--- src/rtl/mem_port_arbiter.sv ---
// Single-outstanding arbiter between IFU and LSU for one memory port, with a grant-to-response watchdog.
// Define ARB_ROUND_ROBIN_EN to alternate grants on contention; default is fixed LSU priority.
// state | meaning: S_IDLE = waiting for a request; S_REQ = presenting request; S_RESP = waiting for response
module mem_port_arbiter #(
    parameter int ADDR_W  = 32,
    parameter int DATA_W  = 32,
    parameter int TIMEOUT = 256
) (
    input  logic                clk,
    input  logic                rst,
    input  logic                ifu_req_valid,
    output logic                ifu_req_ready,
    input  logic [ADDR_W-1:0]   ifu_addr,
    output logic                ifu_resp_valid,
    output logic [DATA_W-1:0]   ifu_rdata,
    output logic                ifu_resp_err,
    input  logic                lsu_req_valid,
    output logic                lsu_req_ready,
    input  logic [ADDR_W-1:0]   lsu_addr,
    input  logic                lsu_wen,
    input  logic [DATA_W-1:0]   lsu_wdata,
    input  logic [DATA_W/8-1:0] lsu_wmask,
    output logic                lsu_resp_valid,
    output logic [DATA_W-1:0]   lsu_rdata,
    output logic                lsu_resp_err,
    output logic                mem_req_valid,
    input  logic                mem_req_ready,
    output logic [ADDR_W-1:0]   mem_addr,
    output logic                mem_wen,
    output logic [DATA_W-1:0]   mem_wdata,
    output logic [DATA_W/8-1:0] mem_wmask,
    input  logic                mem_resp_valid,
    input  logic [DATA_W-1:0]   mem_rdata,
    input  logic                mem_resp_err,
    output logic                busy
);
    localparam int MASK_W = DATA_W / 8;
    localparam int CNT_W  = (TIMEOUT > 2) ? $clog2(TIMEOUT) : 1;
    localparam logic [CNT_W-1:0] WD_LAST = (TIMEOUT > 0) ? CNT_W'(TIMEOUT - 1) : '0;
    localparam bit WD_EN = (TIMEOUT > 0);

    typedef enum logic [1:0] {
        S_IDLE = 2'd0,
        S_REQ  = 2'd1,
        S_RESP = 2'd2
    } state_t;

    state_t state, state_nxt;

    logic              owner_lsu;
    logic [ADDR_W-1:0] addr_q;
    logic              wen_q;
    logic [DATA_W-1:0] wdata_q;
    logic [MASK_W-1:0] wmask_q;
    logic [CNT_W-1:0]  wd_cnt;

    logic grant_lsu, grant_ifu, accept, resp_done, wd_fire, wd_hit;

    assign wd_hit = WD_EN && (wd_cnt == WD_LAST);

    always_ff @(posedge clk or negedge rst) begin
        if (!rst) state <= S_IDLE;
        else      state <= state_nxt;
    end

    always_comb begin
        state_nxt = state;
        grant_lsu = 1'b0;
        grant_ifu = 1'b0;
        accept    = 1'b0;
        resp_done = 1'b0;
        wd_fire   = 1'b0;
        case (state)
            S_IDLE: begin
`ifdef ARB_ROUND_ROBIN_EN
                // owner_lsu holds the last grant, so contention goes to the other side
                if (lsu_req_valid && ifu_req_valid) begin
                    grant_lsu = !owner_lsu;
                    grant_ifu = owner_lsu;
                end else begin
                    grant_lsu = lsu_req_valid;
                    grant_ifu = ifu_req_valid;
                end
`else
                grant_lsu = lsu_req_valid;
                grant_ifu = ifu_req_valid && !lsu_req_valid;
`endif
                if (grant_lsu || grant_ifu) begin
                    accept    = 1'b1;
                    state_nxt = S_REQ;
                end
            end
            S_REQ: begin
                if (wd_hit) begin
                    wd_fire   = 1'b1;
                    state_nxt = S_IDLE;
                end else if (mem_req_ready) begin
                    state_nxt = S_RESP;
                end
            end
            S_RESP: begin
                // a response arriving on the expiry cycle beats the watchdog
                if (mem_resp_valid) begin
                    resp_done = 1'b1;
                    state_nxt = S_IDLE;
                end else if (wd_hit) begin
                    wd_fire   = 1'b1;
                    state_nxt = S_IDLE;
                end
            end
            default: state_nxt = S_IDLE;
        endcase
    end

    assign ifu_req_ready = grant_ifu && rst;
    assign lsu_req_ready = grant_lsu && rst;
    assign mem_req_valid = (state == S_REQ);
    assign mem_addr      = addr_q;
    assign mem_wen       = wen_q;
    assign mem_wdata     = wdata_q;
    assign mem_wmask     = wmask_q;
    assign busy          = (state != S_IDLE);

    always_ff @(posedge clk or negedge rst) begin
        if (!rst) begin
            owner_lsu      <= 1'b0;
            addr_q         <= '0;
            wen_q          <= 1'b0;
            wdata_q        <= '0;
            wmask_q        <= '0;
            wd_cnt         <= '0;
            ifu_resp_valid <= 1'b0;
            ifu_rdata      <= '0;
            ifu_resp_err   <= 1'b0;
            lsu_resp_valid <= 1'b0;
            lsu_rdata      <= '0;
            lsu_resp_err   <= 1'b0;
        end else begin
            ifu_resp_valid <= 1'b0;
            lsu_resp_valid <= 1'b0;
            if (accept) begin
                owner_lsu <= grant_lsu;
                wd_cnt    <= '0;
                if (grant_lsu) begin
                    addr_q  <= lsu_addr;
                    wen_q   <= lsu_wen;
                    wdata_q <= lsu_wdata;
                    wmask_q <= lsu_wmask;
                end else begin
                    addr_q  <= ifu_addr;
                    wen_q   <= 1'b0;
                    wdata_q <= '0;
                    wmask_q <= '0;
                end
            end else if (state != S_IDLE) begin
                wd_cnt <= wd_cnt + 1'b1;
            end
            if (resp_done || wd_fire) begin
                if (owner_lsu) begin
                    lsu_resp_valid <= 1'b1;
                    lsu_rdata      <= (resp_done && !wen_q) ? mem_rdata : '0;
                    lsu_resp_err   <= resp_done ? mem_resp_err : 1'b1;
                end else begin
                    ifu_resp_valid <= 1'b1;
                    ifu_rdata      <= resp_done ? mem_rdata : '0;
                    ifu_resp_err   <= resp_done ? mem_resp_err : 1'b1;
                end
            end
        end
    end
endmodule

--- config.mk ---
export PLATFORM = sky130hd
export DESIGN_NAME = mem_port_arbiter
export DESIGN_NICKNAME = d
export VERILOG_FILES = /design/src/rtl/mem_port_arbiter.sv
export SDC_FILE = /design/constraint.sdc
export NUM_CORES = 1
export LEC_CHECK = 0
export CORE_MARGIN = 1.5
export CORE_UTILIZATION = 45
export CTS_BUF_LIST = sky130_fd_sc_hd__clkbuf_4
export DETAILED_ROUTE_END_ITERATION = 16
export PLACE_DENSITY = 0.92
export SLEW_MARGIN = 5
export SYNTH_ARGS = -nofsm -noshare
export SYNTH_HDL_FRONTEND = slang
export SYNTH_SLANG_ARGS = --single-unit
--- constraint.sdc ---
create_clock -name clk -period 5.55 [get_ports clk]
set_input_delay 1.11 -clock clk [delete_from_list [all_inputs] [get_ports clk]]
set_output_delay 1.11 -clock clk [all_outputs]
set_load 0.1 [all_outputs]
==> flow_summary.json <==
{
  "final_layout_size_suffix_gt1_share_pct": 6.02,
  "synthTopCellsByArea": "dfrtp_1 64%, a22o_1 15%, o22ai_1 6.2%",
  "clkLatencyLatePin_ns": 0.53,
  "post_cts_buffers": 0,
  "rsz0062_at_grt": "false",
  "finalHoldWorstSlack_ns": 0.511,
  "area_delta_synth_final_pct": 54.6,
  "synth_edf_count": 0,
  "cts.clk_slew.worst_paths_ns": 0.11,
  "grt_pass1_wl_mm": 27.6,
  "die_w_microns": 116,
  "drtAntennaViolNets": 0,
  "tightest_slew_ns": 1.14,
  "post_drt_wl_per_cell_microns": 20.4,
  "drt-initial-drc-count": 411,
  "cts_resized": 0,
  "synth_top_area_share_pct": 64.1,
  "place_hpwl_mm": 13.2,
  "synth_nets": 597,
  "cts_max_level": 4,
  "cts_tree": "done",
  "slew_headroom_pct": 23.8,
  "finalSetupViolations": 0,
  "first_global_vias": 5258,
  "synth_seq_cells": 148,
  "synthesis.area_sq_um": 5780,
  "nets": 863,
  "place_congestion": 0.796,
  "synth_area_leader_cell": "dfrtp_1",
  "cp_slowest_stage_delay_ns": 0.73,
  "cp_data_arrival_time_ns": 3.54,
  "cts.sinks": 148,
  "fin_crit_ns": 4.65,
  "synth_common_cells": "148 x dfrtp_1, 102 x a22o_1, 57 x o22ai_1",
  "drt-total-wl_mm": 18.4,
  "crit_chain": "clkdlybuf4s50_1 > buf_4 > nand2_1 > nor3b_1 > buf_12",
  "hold_viol": 0,
  "drv_slew": 0,
  "routed_via_density": 5.74,
  "post-synth-top-count-cell": "dfrtp_1",
  "critical_path_class": "input port to output pin",
  "grt_start_max_net_pins": 81,
  "finish.utilization_pct": 71.1,
  "crit_slowest_cell": "nand2_1",
  "cp_max_fo": 40,
  "drc": 0,
  "die_y_microns": 116,
  "fp.dieArea_sq_um": 13500,
  "grt_usage_pct": 26.9,
  "crit_path_end_kind": "output pin",
  "finalClockSkew_ns": 0.0158,
  "diodes": 0,
  "hold_buffers": 0,
  "dp_cells": 871,
  "layoutNonFillerInstCount": 903,
  "avgSynthCellArea_sq_um": 12.8,
  "fp.coreArea_sq_um": 12600,
  "fmax_ghz": 0.215,
  "ctsRootBufferMaster": "clkbuf_4",
  "portBuffers": 280,
  "initial_utilization_pct": 46.0,
  "synth-main-ff-cell": "dfrtp_1",
  "outcome": "completed",
  "firstDrtPassIters": 5,
  "rows": 41,
  "gr-total-overflow": 0,
  "cts_buffers": 17,
  "cap_violations": 0,
  "start_kind": "input port",
  "required_ns": 4.44,
  "yosys_warnings": 0,
  "grt_antenna_before_repair": 0,
  "ys_seq_area_share_pct": 64.1,
  "syn_inst": 452,
  "cts.path.max_buffers": 2,
  "io_pins": 281,
  "ys_types": 35,
  "post-route-period-util_pct": 83.8,
  "reg2reg_setup_slack_ns": 2.92,
  "fin_setup_tns_ns": 0,
  "hp-class": "register to register",
  "dr_total_vias": 5179,
  "ys_async_sr_fraction_pct": 100
}
-- cells in the final DEF, fill, tap and decap left out, drive strengths merged, types with 3 or more instances in the layout --
cell / netlist / layout
ha: 5 / 5
clkdlybuf4s50: 0 / 277
o31ai: 3 / 3
nor2: 3 / 3
and3: 3 / 3
buf: 11 / 10
o22ai: 57 / 57
clkbuf: 29 / 19
a22o: 102 / 102
nand2b: 4 / 4
o21ai: 4 / 4
a221o: 4 / 4
nand3: 6 / 6
clkinvlp: 0 / 5
nand2: 11 / 11
dfrtp: 148 / 148
a21oi: 33 / 33
inv: 7 / 8
nand4: 3 / 3
clkinv: 0 / 6
-- state kept, by name, indices dropped and copies added (netlist names) --
name            count
ifu_rdata          32
ifu_resp_valid      1
mem_wen             1
wd_cnt              8
ifu_resp_err        1
owner_lsu           1
state               2
mem_wmask           4
lsu_rdata          32
lsu_resp_valid      1
mem_wdata          32
lsu_resp_err        1
mem_addr           32
-- logic make-up after synthesis --
family	after synthesis	share of synthesized area, %
compound gates	211	27.1
xor+xnor	1	0.152
simple gates	37	3.36
flops	148	64.1
fa+ha+maj	5	1.08
mux	3	0.541
buf+inv	47	3.68
-- path summary, 6_finish.rpt --
check	cells past startpoint	start	end
worst max-delay path	5	ifu_req_valid	ifu_req_ready
worst min-delay path	1	wd_cnt[7]	wd_cnt[7]
worst max register to register	6	state[1]	mem_addr[27]
worst min register to register	1	wd_cnt[7]	wd_cnt[7]
max in group asynchronous	2	rst	mem_wdata[0]
min in group asynchronous	1	rst	mem_wdata[5]
-- metrics by stage --
step	setup WS, ns	cell area (sq um)
2_1_floorplan	0.551	5780
3_3_place_gp	1.08	8680
3_5_place_dp	0.968	8680
4_1_cts	0.975	8930
5_1_grt	0.862	8930
6_report	0.897	8930
-- per-layer routing --
| metal | part of all wire [%] | GRT usage (%) | wire length [microns] |
|---|---|---|---|
| met5 | 0 | 0 | 0 |
| met4 | 2.3 | 10.6 | 424 |
| met3 | 9.3 | 8.10 | 1720 |
| met2 | 51 | 47.2 | 9440 |
| met1 | 37 | 30.9 | 6850 |
-- cell type report --
| type | instances | area, sq um |
|---|---|---|
| inverters | 7 | 26.3 |
| multi-input cells | 257 | 1870 |
| well taps | 172 | 215 |
| repair buffers | 287 | 2860 |
| flip-flops and latches | 148 | 3700 |
| fillers | 838 | 3630 |
| clock buffers | 19 | 143 |
| clock inverters | 13 | 110 |
-- critical path: cells and delay by family --
family | cells | cell delay [ns]
simple gates | 2 | 1.34
buf+inv | 3 | 1.06
Power is not shown: default switching activity piles up to over one toggle a cycle in this logic, so the estimate is an artifact.
